===== config.mk =====
export PLATFORM = sky130hd
export DESIGN_NAME = inst_fetch_unit
export DESIGN_NICKNAME = d
export VERILOG_FILES = /design/src/rtl/inst_fetch_unit_pkg.sv /design/src/rtl/fetch_timeout_ctr.sv /design/src/rtl/inst_fetch_unit.sv
export SDC_FILE = /design/constraint.sdc
export NUM_CORES = 1
export LEC_CHECK = 0
export CORE_MARGIN = 1
export CORE_UTILIZATION = 43
export DETAILED_ROUTE_END_ITERATION = 6
export PLACE_DENSITY_LB_ADDON = 0.08
export SETUP_SLACK_MARGIN = 0.05
export SKIP_CTS_REPAIR_TIMING = 1
export SKIP_LAST_GASP = 1
export SYNTH_ARGS = -nofsm -noshare
export SYNTH_HDL_FRONTEND = slang
export SYNTH_SLANG_ARGS = --single-unit

===== constraint.sdc =====
create_clock -name clk -period 1.93 [get_ports clk]
set_clock_uncertainty 0.05 [all_clocks]
set_input_delay 0.193 -clock clk [delete_from_list [all_inputs] [get_ports clk]]
set_output_delay 0.193 -clock clk [all_outputs]
set_load 0.03 [all_outputs]

===== src/rtl/inst_fetch_unit_pkg.sv =====
// ============================================================================
// Module      : inst_fetch_unit_pkg
// Description : Shared encodings for the instruction fetch unit.
// Revision    : 1.0 - initial release
// ============================================================================
`default_nettype none

package inst_fetch_unit_pkg;

    localparam int XLEN = 32;

    typedef enum logic [2:0] {
        IFU_IDLE  = 3'd0,
        IFU_REQ   = 3'd1,
        IFU_WAIT  = 3'd2,
        IFU_HOLD  = 3'd3,
        IFU_DRAIN = 3'd4
    } ifu_state_e;

    localparam logic [1:0] FCAUSE_MISALIGN = 2'd0;
    localparam logic [1:0] FCAUSE_BUSERR   = 2'd1;
    localparam logic [1:0] FCAUSE_TIMEOUT  = 2'd2;

endpackage

`default_nettype wire


===== src/rtl/fetch_timeout_ctr.sv =====
// ============================================================================
// Module      : fetch_timeout_ctr
// Description : Wait-cycle counter; flags the last allowed cycle of a fetch.
// Revision    : 1.0 - initial release
// ============================================================================
`default_nettype none

module fetch_timeout_ctr
    import inst_fetch_unit_pkg::*;
#(
    parameter int unsigned TIMEOUT_CYCLES = 255,
    parameter int unsigned CNT_W          = 8
) (
    input  logic clk,
    input  logic reset,
    input  logic clear,
    input  logic enable,
    output logic expired
);

    // A zero TIMEOUT_CYCLES disables expiry; the compare value is then unused.
    localparam bit              c_enabled = (TIMEOUT_CYCLES != 0);
    localparam logic [CNT_W-1:0] c_last   =
        c_enabled ? CNT_W'(TIMEOUT_CYCLES - 1) : '0;

    logic [CNT_W-1:0] r_count;

    always_ff @(posedge clk) begin
        if (reset || clear) begin
            r_count <= '0;
        end else if (enable) begin
            r_count <= r_count + CNT_W'(1);
        end
    end

    assign expired = c_enabled && enable && (r_count == c_last);

endmodule

`default_nettype wire


===== src/rtl/inst_fetch_unit.sv =====
// ============================================================================
// Module      : inst_fetch_unit
// Description : Single-beat instruction fetch with decode handshake and faults.
// Revision    : 1.0 - initial release
// ============================================================================
`default_nettype none

module inst_fetch_unit
    import inst_fetch_unit_pkg::*;
#(
    parameter int unsigned TIMEOUT_CYCLES = 255,
    parameter int unsigned CNT_W          = 8
) (
    input  logic            clk,
    input  logic            reset,
    input  logic            fetch_req,
    input  logic [XLEN-1:0] pc_in,
    input  logic            flush,
    output logic            mem_req_valid,
    input  logic            mem_req_ready,
    output logic [XLEN-1:0] mem_addr,
    input  logic            mem_rsp_valid,
    input  logic [XLEN-1:0] mem_rsp_data,
    input  logic            mem_rsp_err,
    output logic            inst_valid,
    input  logic            inst_ack,
    output logic [XLEN-1:0] inst_out,
    output logic [XLEN-1:0] inst_pc,
    output logic            fetch_busy,
    output logic            fault_valid,
    output logic [1:0]      fault_cause
);

    ifu_state_e      r_state;
    logic [XLEN-3:0] r_word_addr;
    logic            w_ctr_clear;
    logic            w_ctr_enable;
    logic            w_expired;

    // Only the word index is stored, so the bus address is aligned by construction.
    assign mem_addr     = {r_word_addr, 2'b00};
    assign fetch_busy   = (r_state != IFU_IDLE);
    assign w_ctr_clear  = (r_state == IFU_REQ) && mem_req_ready;
    assign w_ctr_enable = (r_state == IFU_WAIT);

    fetch_timeout_ctr #(
        .TIMEOUT_CYCLES (TIMEOUT_CYCLES),
        .CNT_W          (CNT_W)
    ) u_timeout_ctr (
        .clk     (clk),
        .reset   (reset),
        .clear   (w_ctr_clear),
        .enable  (w_ctr_enable),
        .expired (w_expired)
    );

    always_ff @(posedge clk) begin
        if (reset) begin
            r_state       <= IFU_IDLE;
            r_word_addr   <= '0;
            mem_req_valid <= 1'b0;
            inst_valid    <= 1'b0;
            inst_out      <= '0;
            inst_pc       <= '0;
            fault_valid   <= 1'b0;
            fault_cause   <= FCAUSE_MISALIGN;
        end else begin
            fault_valid <= 1'b0;
            case (r_state)
                IFU_IDLE: begin
                    if (fetch_req) begin
                        if (pc_in[1:0] != 2'b00) begin
                            fault_valid <= 1'b1;
                            fault_cause <= FCAUSE_MISALIGN;
                            inst_pc     <= pc_in;
                        end else begin
                            r_word_addr   <= pc_in[XLEN-1:2];
                            mem_req_valid <= 1'b1;
                            r_state       <= IFU_REQ;
                        end
                    end
                end
                IFU_REQ: begin
                    // An accepted request must have its response drained even when flushed.
                    if (mem_req_ready) begin
                        mem_req_valid <= 1'b0;
                        r_state       <= flush ? IFU_DRAIN : IFU_WAIT;
                    end else if (flush) begin
                        mem_req_valid <= 1'b0;
                        r_state       <= IFU_IDLE;
                    end
                end
                IFU_WAIT: begin
                    if (mem_rsp_valid) begin
                        r_state <= IFU_IDLE;
                        if (!flush) begin
                            if (mem_rsp_err) begin
                                fault_valid <= 1'b1;
                                fault_cause <= FCAUSE_BUSERR;
                            end else begin
                                inst_out   <= mem_rsp_data;
                                inst_pc    <= mem_addr;
                                inst_valid <= 1'b1;
                                r_state    <= IFU_HOLD;
                            end
                        end
                    end else if (flush) begin
                        // A flush abandons the fetch, so it also suppresses a coincident timeout.
                        r_state <= IFU_DRAIN;
                    end else if (w_expired) begin
                        fault_valid <= 1'b1;
                        fault_cause <= FCAUSE_TIMEOUT;
                        r_state     <= IFU_DRAIN;
                    end
                end
                IFU_HOLD: begin
                    if (flush || inst_ack) begin
                        inst_valid <= 1'b0;
                        r_state    <= IFU_IDLE;
                    end
                end
                IFU_DRAIN: begin
                    if (mem_rsp_valid) begin
                        r_state <= IFU_IDLE;
                    end
                end
                default: begin
                    r_state <= IFU_IDLE;
                end
            endcase
        end
    end

endmodule

`default_nettype wire


Yosys cells after proc, flatten, opt, wreduce, memory -nomap -nowiden

Cells that the tools add are included.

Multiplexer cells: 45
$add $sub $neg: 1
Reduce and logical (&&, ||, !) cells: 17
Bitwise operators: 3
Equal/unequal tests: 17

Operators by type and width:

| operator              | number |
|---|---|
| $mux W32              | 5 |
| $pmux W32 S2          | 1 |
| $mux W3               | 10 |
| $mux W2               | 9 |
| $reduce_and A6 Y1     | 3 |
| $ne A2 B2 Y1 const B  | 8 |
| $mux W1               | 15 |
| $pmux W3 S5           | 1 |
| $ne A3 B3 Y1 const B  | 3 |
| $add A8 B1 Y8 const B | 1 |
| $eq A8 B8 Y1 const B  | 1 |
| $reduce_and A4 Y1     | 2 |
| $reduce_bool A2 Y1    | 4 |
| $eq A3 B2 Y1 const B  | 2 |
| $pmux W1 S2           | 3 |
| $reduce_and A5 Y1     | 1 |
| $ne A4 B4 Y1 const B  | 1 |
| $pmux W2 S2           | 1 |
| $eq A3 B1 Y1 const B  | 1 |
| $eq A3 B3 Y1 const B  | 1 |
| $logic_not A3 Y1      | 1 |
| $not A1 Y1            | 3 |
| $reduce_and A3 Y1     | 1 |
| $reduce_bool A3 Y1    | 1 |
| 2 further kinds       | 4 |

Word-level logic and storage cells: 92
Register bits: 110
Output and inout bits: 102

Longest topological paths before layout

Gate-level depths: netlist of the first run.

Depth after elaboration: 6
Gate-level depth with buffers: 6
Gate-level depth less buffers: 6

By module

Synthesis of the first run repeated with hierarchy kept, for this count alone.

Cells, all modules: 564
Area total of the unflattened synthesis: 4668.2 µm²

By module, submodules not included:

| module            | instances | cells an instance | area an instance (µm²) |
|---|---|---|---|
| inst_fetch_unit   | 1         | 522               | 4299.1 |
| fetch_timeout_ctr | 1         | 42                | 369.1 |

Least setup slack after synthesis of the first run

OpenSTA, ideal clock, no wires.

Path type: register to register
Start: reg r_state[1]
End: reg inst_pc[19]
Cell stages (with the launch flop): 7
Data arrival time: 1468 ps
Path buffers: 2
Period minus slack after synthesis: 1654 ps
Setup slack: 276 ps
Library setup time: 136 ps
Path through: dfxtp_1 buf_2 nor3_1 o211ai_2 clkbuf_1 o22ai_1 nor3_1

Longest elaborated chain between the ends: 3
Elaborated cells on any way between the ends: 10
Those cells by class: eq/ne: 6; mux: 1; reduce/logical: 3

Ends and longest elaborated chain:

| element                                                             | RTL line               | text |
|---|---|---|
| from (decl)                                                         | inst_fetch_unit.sv:34  | `ifu_state_e r_state;` |
| from (signal assigned)                                              | inst_fetch_unit.sv:87  | `r_state <= flush ? IFU_DRAIN : IFU_WAIT;` |
| $eq A3 B2 Y1 / $logic_not A3 Y1 (equally long branches)             | inst_fetch_unit.sv:69  | `case (r_state)` |
| $ne A2 B2 Y1 (no line) / $reduce_bool A2 Y1 (equally long branches) | -                      |  |
| $reduce_and A6 Y1 (no line)                                         | -                      |  |
| to (signal assigned)                                                | inst_fetch_unit.sv:75  | `inst_pc <= pc_in;` |
| to (signal assigned)                                                | inst_fetch_unit.sv:102 | `inst_pc <= mem_addr;` |
| to (decl)                                                           | inst_fetch_unit.sv:28  | `output logic [XLEN-1:0] inst_pc,` |

Parallel ways exist; a longest one is shown, timed or not.
A chain may end at the register's enable or synchronous reset.

Worst setup path after layout of the first run

Start: reg r_state[1]
End: reg inst_pc[27]

Same word-level chain as after synthesis.

==> results of run 1 <==
per-layer routing:
layer | wire [µm] | vias up
met1 | 5113 | 1991
met5 | 0 | -
met3 | 753 | 14
met4 | 190 | 0
li1 | - | 2101
met2 | 6033 | 150
through the flow:
step / cell area, µm² / hold slack (ns)
finish: 6316 / 0.2091
global route: 6316 / 0.2058
CTS: 6297 / 0.1976
detailed placement: 6126 / 0.3955
global placement: 6126 / 0.3918
floorplan: 4268 / 0.2790
flip-flops by register name (all words and copies together), names as in the netlist:
name	cells
inst_out	32
inst_pc	32
r_word_addr	30
u_timeout_ctr.r_count	8
r_state	3
fault_cause	2
fault_valid	1
inst_valid	1
mem_req_valid	1
path summary, 6_finish.rpt:
check	start	cells after the start	end	slack, ns
worst max-delay path	r_state[1]	5	inst_pc[27]	0.11
worst max register to register	r_state[1]	5	inst_pc[27]	0.11
worst min register to register	fault_cause[0]	2	fault_cause[0]	0.41
worst min-delay path	reset	2	r_word_addr[7]	0.21
logic make-up after synthesis:
kind of cell | count (synthesis) | synth area share
AOI/OAI and AO/OA | 112 | 0.1511
xor gates and xnor gates | 7 | 0.01438
adders and majority gates | 2 | 0.005868
buffers and inverters | 45 | 0.05370
DFF | 110 | 0.5164
other | 1 | 0.0008794
and+or+nand+nor | 238 | 0.2576
power by group through the flow:
stage,registers [mW],clock network (mW),logic [mW]
detailed placement,2.49,0,0.966
CTS,2.43,1.29,0.970
global placement,2.48,0,0.951
floorplan,2.67,0,0.305
global route,2.45,1.39,1.03
finish,2.43,1.25,0.968
critical path: stages (launching register included):
cell                      delay [ns]
sky130_fd_sc_hd__dfxtp_1        0.41
sky130_fd_sc_hd__or4b_4         0.51
sky130_fd_sc_hd__nor3b_4        0.25
sky130_fd_sc_hd__buf_4          0.29
sky130_fd_sc_hd__nor3_1         0.09
sky130_fd_sc_hd__nor3_1         0.14
cell usage in the layout (no fill, tap or decap), types with 2 or more instances in the layout:
cell,count
sky130_fd_sc_hd__nand2_1,132
sky130_fd_sc_hd__dfxtp_1,109
sky130_fd_sc_hd__clkinv_2,3
sky130_fd_sc_hd__ha_1,2
sky130_fd_sc_hd__nor2_1,14
sky130_fd_sc_hd__nor3_2,4
sky130_fd_sc_hd__nand3_1,6
sky130_fd_sc_hd__nor3_1,61
sky130_fd_sc_hd__o22ai_1,31
sky130_fd_sc_hd__inv_1,3
sky130_fd_sc_hd__conb_1,2
sky130_fd_sc_hd__clkbuf_8,9
sky130_fd_sc_hd__a21oi_1,68
sky130_fd_sc_hd__xor2_1,4
sky130_fd_sc_hd__a211oi_1,3
sky130_fd_sc_hd__nand4b_1,2
sky130_fd_sc_hd__buf_12,2
sky130_fd_sc_hd__a211o_1,2
sky130_fd_sc_hd__nand4_1,2
sky130_fd_sc_hd__nand3b_1,2
sky130_fd_sc_hd__xnor2_1,3
sky130_fd_sc_hd__clkdlybuf4s50_1,169
sky130_fd_sc_hd__buf_4,20
sky130_fd_sc_hd__inv_6,2
sky130_fd_sc_hd__clkinvlp_4,2
layout make-up:
cell class | instances | share of cell area
Multi-Input combinational cell | 361 | 0.2950
Clock buffer | 9 | 0.01961
Timing Repair Buffer | 193 | 0.3017
Clock inverter | 7 | 0.007528
Inverter | 3 | 0.001783
Sequential cell | 110 | 0.3489
Tap cell | 129 | 0.02555
==> flow_summary.yaml, run 1 <==
setup_path:
  critPathCaptureType: "flip-flop"
  cp_data_arrival_time_ns: 2.06
  worstPathRequired_ns: 2.17
  setup.worst_path.start_class: "flip-flop"
  timing_worst_setup_path_type: "flip-flop to flip-flop"
  timing.critical_path.fanout_max: 18
timing:
  final_hold_violation_count: 0
  fmaxAchievable_mhz: 550.4
  final-max-slew-violation-count: 0
  timing.final.crit_share: 0.9414
  final.min_clock_period_ns: 1.817
  timing.setup.tns_ns: 0
  rsz0062_at_grt: "yes"
  setup_viol: 0
  final_critical_path_setup_slack_ns: 0.1130
final_layout:
  multi_input_area_um2: 1863
  finalCoreUtilization: 0.6708
  n_fill_cell: 829
  layoutNonFillerInstCount: 812
  layout-drive-gt1-share: 0.07760
  area_growth_pct: 48.12
  num_antenna_cells: 0
  seq_area_um2: 2203
  final_layout_net_count: 752
power_and_ir_drop:
  p_sw_frac: 0.2916
  pwr-share-comb: 0.208
  seq_power_share: 0.524
  power-per-cell-area_nw_per_um2: 736.1
  cellInternalPower_mw: 3.293
  clock_power_share: 0.268
  switching_power_mw: 1.356
  p_total_mw: 4.649
  static-leakage-power_nw: 2.226
  worst_ir_drop_on_vdd_uv: 393.3
clock_tree:
  max-clock-path-buffers: 2
  htreeDepth: 3
  clock_latency_at_the_later_pin_of_the_worst_skew_pair_ns: 0.36
  clk_root_buffer_cell: "sky130_fd_sc_hd__clkbuf_8"
  path_clk_slew_ns: 0.10
  cts_inserted_buffers: 9
  clk_sinks: 110
  clock_tree_from_tritoncts: "yes"
route:
  routed_via_density: 5.241
  drt_drc_violations_left: 0
  mean_routed_wirelength_per_cell_um: 14.89
  vias_after_detailed_routing: 4256
  first_pass_iters: 4
  wirelength_um: 12090
  detailedRoute.firstIterationViolations: 197
  antenna_violating_nets_post_route: 0
yosys:
  synthDominantCellAreaShare: 0.5164
  postSynthRegisterBits: 110
  synth_area_per_cell_um2: 8.280
  most_common_cell_in_the_synthesized_netlist: "sky130_fd_sc_hd__nand2_1"
  synth_commonest_cells: "sky130_fd_sc_hd__nand2_1, sky130_fd_sc_hd__dfxtp_1, sky130_fd_sc_hd__a21oi_1, sky130_fd_sc_hd__nor3_1, sky130_fd_sc_hd__o22ai_1"
  yosys_most_used_dff: "sky130_fd_sc_hd__dfxtp_1"
  synthesized_instance_count: 515
  yosys_warnings: 0
  synth_area_leaders: "sky130_fd_sc_hd__dfxtp_1, sky130_fd_sc_hd__nand2_1, sky130_fd_sc_hd__a21oi_1, sky130_fd_sc_hd__nor3_1, sky130_fd_sc_hd__o22ai_1"
  synth-seq-area-share: 0.5164
  synth-edff-count: 0
  yosysUniqueCellTypes: 44
  synth-async-reset-ratio: 0
  synth_top_cell_by_area: "sky130_fd_sc_hd__dfxtp_1"
  syn_area_um2: 4264
floorplanning:
  horizontal_die_dimension_um: 101.6
  design.core.area_um2: 9415
  placementRows: 35
  dieArea_um2: 10320
  die-height_um: 101.6
  io_pins: 174
  floorplan.initialDensity: 0.4529
place:
  globalplace.congestion: 0.8148
  placed_cell_count: 796
  dp.final_hpwl_um: 8515
  dp_worst_setup_slack_ns: -0.1558
  port-buffer-count: 171
global_route:
  grt_max_degree: 41
  track_usage: 0.2356
  grtUsageMet2: 0.4064
  grt_pass1_wl_um: 19010
  globalRoute.busiestLayer: "met2"
  via_count_of_the_first_global_routing_pass: 3937
  antenna_found_initial: 0
  grt.overflow.total: 0
  grt_use_met1: 0.2935
  grt.met3_usage: 0.03865
run:
  max_cap_viol_count: 0
run_status:
  outcome: "complete, no violations"
worst_hold_path:
  hold_path_class: "input pin to flip-flop"
Power figures use the tool's default switching activity.
==> inputs of run 2 (changes only) <==
--- a/config.mk
+++ b/config.mk
@@ -5,7 +5,7 @@
 export SDC_FILE = /design/constraint.sdc
 export NUM_CORES = 1
 export LEC_CHECK = 0
-export CORE_MARGIN = 1
+export CORE_MARGIN = 1.5
 export CORE_UTILIZATION = 43
 export DETAILED_ROUTE_END_ITERATION = 6
 export PLACE_DENSITY_LB_ADDON = 0.08
==> flow_summary.yaml, run 2 (same netlist as run 1, synthesis figures left out) <==
setup_path:
  critPathCaptureType: "flip-flop"
  beginning_of_the_worst_register_to_register_path: "r_state[0]"
  timing_worst_setup_path_type: "flip-flop to flip-flop"
  path_common_cell: "sky130_fd_sc_hd__nor3_1"
  worstPathRequired_ns: 2.16
  setup.worst_path.start_class: "flip-flop"
  critical-path-slowest-cell: "sky130_fd_sc_hd__or4b_4"
  critical_path.cell_chain: "or4b_4, nor3b_4, buf_12, nor3_1, nor3_1"
  critical_path.startpoint: "r_state[0]"
  max_stage_delay_ns: 0.57
  cp_data_arrival_time_ns: 2.05
  timing.critical_path.fanout_max: 38
floorplanning:
  die-height_um: 102.6
  io_pins: 174
  dieArea_um2: 10520
  placementRows: 36
  horizontal_die_dimension_um: 102.6
  floorplan.initialDensity: 0.4403
  design.core.area_um2: 9684
global_route:
  grt_pass1_wl_um: 18650
  antenna_found_initial: 0
  via_count_of_the_first_global_routing_pass: 3877
  track_usage: 0.2258
  grt.overflow.total: 0
  grt_max_degree: 65
place:
  dp_worst_setup_slack_ns: -0.1748
  port-buffer-count: 171
  dp.final_hpwl_um: 8360
  globalplace.congestion: 0.7814
  placed_cell_count: 803
power_and_ir_drop:
  worst_ir_drop_on_vdd_uv: 358.1
  static-leakage-power_nw: 2.231
  p_total_mw: 4.707
  power-per-cell-area_nw_per_um2: 742.7
clock_tree:
  clk_sinks: 110
  max-clock-path-buffers: 2
  path_clk_slew_ns: 0.09
  clock_latency_at_the_later_pin_of_the_worst_skew_pair_ns: 0.36
  cts_inserted_buffers: 9
  clk_root_buffer_cell: "sky130_fd_sc_hd__clkbuf_8"
  htreeDepth: 3
  clock_tree_from_tritoncts: "yes"
timing:
  rsz0062_at_grt: "yes"
  final.min_clock_period_ns: 1.824
  setup_viol: 0
  timing.final.crit_share: 0.9448
  final_hold_violation_count: 0
  final.hold.worst_slack_ns: 0.2087
  timing.setup.tns_ns: 0
  fmaxAchievable_mhz: 548.4
  final_critical_path_setup_slack_ns: 0.1065
  final-max-slew-violation-count: 0
final_layout:
  final_layout_net_count: 755
  mostFrequentLayoutCell: "sky130_fd_sc_hd__clkdlybuf4s50_1"
  layout-drive-gt1-share: 0.07872
  num_antenna_cells: 0
  reg_top3: "inst_out (32), inst_pc (32), r_word_addr (30)"
  layoutNonFillerInstCount: 819
  area_growth_pct: 48.62
  mostFrequentLayoutCells: "sky130_fd_sc_hd__clkdlybuf4s50_1, sky130_fd_sc_hd__nand2_1, sky130_fd_sc_hd__dfxtp_1"
  n_fill_cell: 850
run:
  max_cap_viol_count: 0
route:
  mean_routed_wirelength_per_cell_um: 14.60
  detailedRoute.firstIterationViolations: 141
  first_pass_iters: 4
  drt_drc_violations_left: 0
  wirelength_um: 11960
  routed_via_density: 5.144
  vias_after_detailed_routing: 4213
  antenna_violating_nets_post_route: 0
run_status:
  outcome: "complete, no violations"
worst_hold_path:
  hold_path_class: "input pin to flip-flop"
  timing.hold.worst.start: "reset"
run 2: final timing paths:
| path | end | cells after the start | slack [ns] |
|---|---|---|---|
| min | mem_req_valid | 2 | 0.21 |
| min reg2reg | inst_out[22] | 2 | 0.41 |
| max | inst_pc[21] | 5 | 0.11 |
| max reg2reg | inst_pc[21] | 5 | 0.11 |
run 2: through the flow:
step                area [µm²]    util
global placement          6151  0.6351
finish                    6337  0.6544
floorplan                 4268       -
CTS                       6332  0.6539
detailed placement        6151  0.6351
global route              6337  0.6544
run 2: area by class of cell:
type                    count  area, µm²  share of cell area
multi-input cells         361       1852              0.2922
clock buffers              11      141.4             0.02231
clock inverters             5      40.04            0.006318
repair buffers            196       1923              0.3035
inverters                   3      11.26            0.001777
flip-flops and latches    110       2203              0.3477
well taps                 133      166.4             0.02626
run 2: routing by layer:
layer / track usage / part of all wire / wire length [µm] / vias up
li1: - / - / - / 2110
met1: 0.2879 / 0.43 / 5090 / 1976
met4: 0.09168 / 0.011 / 137 / 0
met5: 0 / 0 / 0 / -
met3: 0.03051 / 0.052 / 617 / 8
met2: 0.3867 / 0.51 / 6116 / 119
run 2: critical path: cells and delay by family, from the launching register on:
| family | cells | cell delay, ns |
|---|---|---|
| DFF | 1 | 0.36 |
| and+or+nand+nor | 4 | 1.08 |
| buffers and inverters | 1 | 0.25 |
run 2: report_power, final:
part	switching, mW	total [mW]	internal (mW)
sequential	0.0632	2.44	2.37
combinational	0.513	0.960	0.447
clock	0.789	1.31	0.521
==> inputs of run 3 (changes only) <==
--- a/config.mk
+++ b/config.mk
@@ -6,7 +6,7 @@
 export NUM_CORES = 1
 export LEC_CHECK = 0
 export CORE_MARGIN = 1.5
-export CORE_UTILIZATION = 43
+export CORE_UTILIZATION = 44
 export DETAILED_ROUTE_END_ITERATION = 6
 export PLACE_DENSITY_LB_ADDON = 0.08
 export SETUP_SLACK_MARGIN = 0.05
@@ -14,4 +14,5 @@
 export SKIP_LAST_GASP = 1
 export SYNTH_ARGS = -nofsm -noshare
 export SYNTH_HDL_FRONTEND = slang
+export SYNTH_HIERARCHICAL = 1
 export SYNTH_SLANG_ARGS = --single-unit
==> constraint.sdc (replaced) <==
create_clock -name clk -period 1.93 [get_ports clk]
set_clock_uncertainty 0.05 [all_clocks]
set_input_delay 0.193 -clock clk [delete_from_list [all_inputs] [get_ports clk]]
set_output_delay 0.193 -clock clk [all_outputs]
set_load 0.02 [all_outputs]
==> flow_summary.yaml, run 3 <==
final_layout:
  num_antenna_cells: 0
  reg_top3: "inst_out (32), inst_pc (32), r_word_addr (30)"
  area_growth_pct: 47.79
  mostFrequentLayoutCell: "sky130_fd_sc_hd__nand2_1"
  mostFrequentLayoutCells: "sky130_fd_sc_hd__nand2_1, sky130_fd_sc_hd__clkdlybuf4s50_1, sky130_fd_sc_hd__dfxtp_1"
  final_layout_net_count: 802
  layout-drive-gt1-share: 0.1310
  postLayoutCellArea_um2: 6899
  n_fill_cell: 863
  multi_input_area_um2: 2218
  finalCoreUtilization: 0.6683
  seq_area_um2: 2205
power_and_ir_drop:
  seq_power_share: 0.505
  pwr-share-comb: 0.207
  power-per-cell-area_nw_per_um2: 698.0
  switching_power_mw: 1.331
  p_total_mw: 4.816
  clock_power_share: 0.288
  worst_ir_drop_on_vdd_uv: 502.3
  p_sw_frac: 0.2763
  cellInternalPower_mw: 3.485
  static-leakage-power_nw: 2.398
run_status:
  outcome: "complete, no violations"
setup_path:
  worstPathRequired_ns: 2.11
  cp_data_arrival_time_ns: 2.02
  timing_worst_setup_path_type: "flip-flop to flip-flop"
  critPathCaptureType: "flip-flop"
  timing.critical_path.fanout_max: 3
  setup.worst_path.start_class: "flip-flop"
global_route:
  grt.overflow.total: 0
  antenna_found_initial: 0
  track_usage: 0.2252
  grt_pass1_wl_um: 20770
  via_count_of_the_first_global_routing_pass: 4286
  grt_max_degree: 38
yosys:
  postSynthRegisterBits: 110
  syn_area_um2: 4668
  yosysUniqueCellTypes: 43
  synth_area_per_cell_um2: 8.277
  synth-async-reset-ratio: 0
  synth_area_leaders: "sky130_fd_sc_hd__dfxtp_1, sky130_fd_sc_hd__nand2_1, sky130_fd_sc_hd__a21oi_1, sky130_fd_sc_hd__a311oi_2, sky130_fd_sc_hd__clkbuf_1"
  synth-seq-area-share: 0.4717
  synth_commonest_cells: "sky130_fd_sc_hd__nand2_1, sky130_fd_sc_hd__dfxtp_1, sky130_fd_sc_hd__a21oi_1, sky130_fd_sc_hd__clkbuf_1, sky130_fd_sc_hd__a311oi_2"
  yosys_warnings: 6
  synth_top_cell_by_area: "sky130_fd_sc_hd__dfxtp_1"
  synthesized_instance_count: 564
  synthDominantCellAreaShare: 0.4717
  most_common_cell_in_the_synthesized_netlist: "sky130_fd_sc_hd__nand2_1"
  synth-edff-count: 0
  yosys_most_used_dff: "sky130_fd_sc_hd__dfxtp_1"
clock_tree:
  htreeDepth: 3
  clock_tree_from_tritoncts: "yes"
  clk_root_buffer_cell: "sky130_fd_sc_hd__clkbuf_8"
  cts_inserted_buffers: 9
  clock_latency_at_the_later_pin_of_the_worst_skew_pair_ns: 0.35
  max-clock-path-buffers: 2
  clk_sinks: 110
  path_clk_slew_ns: 0.11
run:
  max_cap_viol_count: 0
timing:
  fmaxAchievable_mhz: 544.7
  final-max-slew-violation-count: 0
  final.min_clock_period_ns: 1.836
  setup_viol: 0
  rsz0062_at_grt: "yes"
  timing.final.crit_share: 0.9513
  final_hold_violation_count: 0
route:
  first_pass_iters: 4
  mean_routed_wirelength_per_cell_um: 14.91
  vias_after_detailed_routing: 4460
  drt_drc_violations_left: 0
  routed_via_density: 5.132
  detailedRoute.firstIterationViolations: 211
  antenna_violating_nets_post_route: 0
  wirelength_um: 12960
place:
  place_area_um2: 6608
  dp.final_hpwl_um: 8819
  port-buffer-count: 171
  globalplace.congestion: 0.8309
floorplanning:
  die-height_um: 106
  design.core.area_um2: 10320
  horizontal_die_dimension_um: 106
  floorplan.initialDensity: 0.4522
  io_pins: 174
  placementRows: 37
  dieArea_um2: 11240
worst_hold_path:
  hold_path_class: "input pin to flip-flop"
## run 3: changes by cell type in the layout (fill, tap and decap cells not counted), sizes merged, moves of 10 or more
cell    delta
nor3      -64
nand2     +61
a21oi     +31
o22ai     -31
a311oi    +29
o21ai     +10
## run 3: final cells by class
| cell class | count | share of cell area |
|---|---|---|
| repair buffers | 204 | 0.3023 |
| well taps | 136 | 0.02466 |
| flip-flops and latches | 110 | 0.3195 |
| clock buffers | 10 | 0.01850 |
| multi-input cells | 398 | 0.3215 |
| inverters | 5 | 0.003446 |
| clock inverters | 6 | 0.009975 |
## run 3: final timing paths
path / endpoint / start / slack [ns] / cells past startpoint
min: r_word_addr[6] / reset / 0.23 / 2
max reg2reg: fault_cause[1] / r_state[0] / 0.09 / 9
max: fault_cause[1] / r_state[0] / 0.09 / 9
min reg2reg: inst_out[8] / inst_out[8] / 0.41 / 2
## run 3: power groups by stage
stage / logic [mW] / clock network (mW) / registers [mW]
5_1_grt: 1.07 / 1.52 / 2.44
2_1_floorplan: 0.388 / 0 / 2.60
6_report: 0.997 / 1.39 / 2.43
3_5_place_dp: 0.970 / 0 / 2.48
4_1_cts: 0.975 / 1.42 / 2.43
3_3_place_gp: 0.959 / 0 / 2.48
## run 3: critical path: stages, from the launching register on
cell,delay [ns]
sky130_fd_sc_hd__dfxtp_2,0.33
sky130_fd_sc_hd__or3b_4,0.42
sky130_fd_sc_hd__clkinv_4,0.08
sky130_fd_sc_hd__nand4_1,0.10
sky130_fd_sc_hd__nor2_2,0.13
sky130_fd_sc_hd__mux2i_1,0.08
sky130_fd_sc_hd__o21ai_1,0.20
sky130_fd_sc_hd__buf_4,0.15
sky130_fd_sc_hd__a211o_1,0.12
sky130_fd_sc_hd__o41ai_2,0.06
## run 3: stage by stage
stage / std cells / worst slack (ns) / hold WS, ns / TNS, ns
5_1_grt: 869 / 0.005765 / 0.2389 / 0
6_report: 869 / 0.09397 / 0.2258 / 0
3_3_place_gp: 850 / -0.02821 / 0.3904 / -0.4840
2_1_floorplan: 565 / -0.2077 / 0.2790 / -0.6458
3_5_place_dp: 850 / -0.03574 / 0.3963 / -0.1343
4_1_cts: 866 / -0.1128 / 0.1972 / -0.4510
## run 3: layer usage
layer  GRT usage  share of wire  vias up
met5           0              0        -
met4     0.06081          0.014        0
met3     0.06193          0.084       15
met2      0.3887           0.49      164
met1      0.2758           0.42     2043
li1            -              -     2238
## run 3: logic make-up after synthesis
kind of cell,synth area share
flip-flops,0.4717
AO/OA/AOI/OAI,0.2359
buffers and inverters,0.06406
XOR/XNOR,0.007506
multiplexers,0.004289
other,0.0008033
adder cells (fa/ha/maj),0.005360
AND/OR/NAND/NOR,0.2104
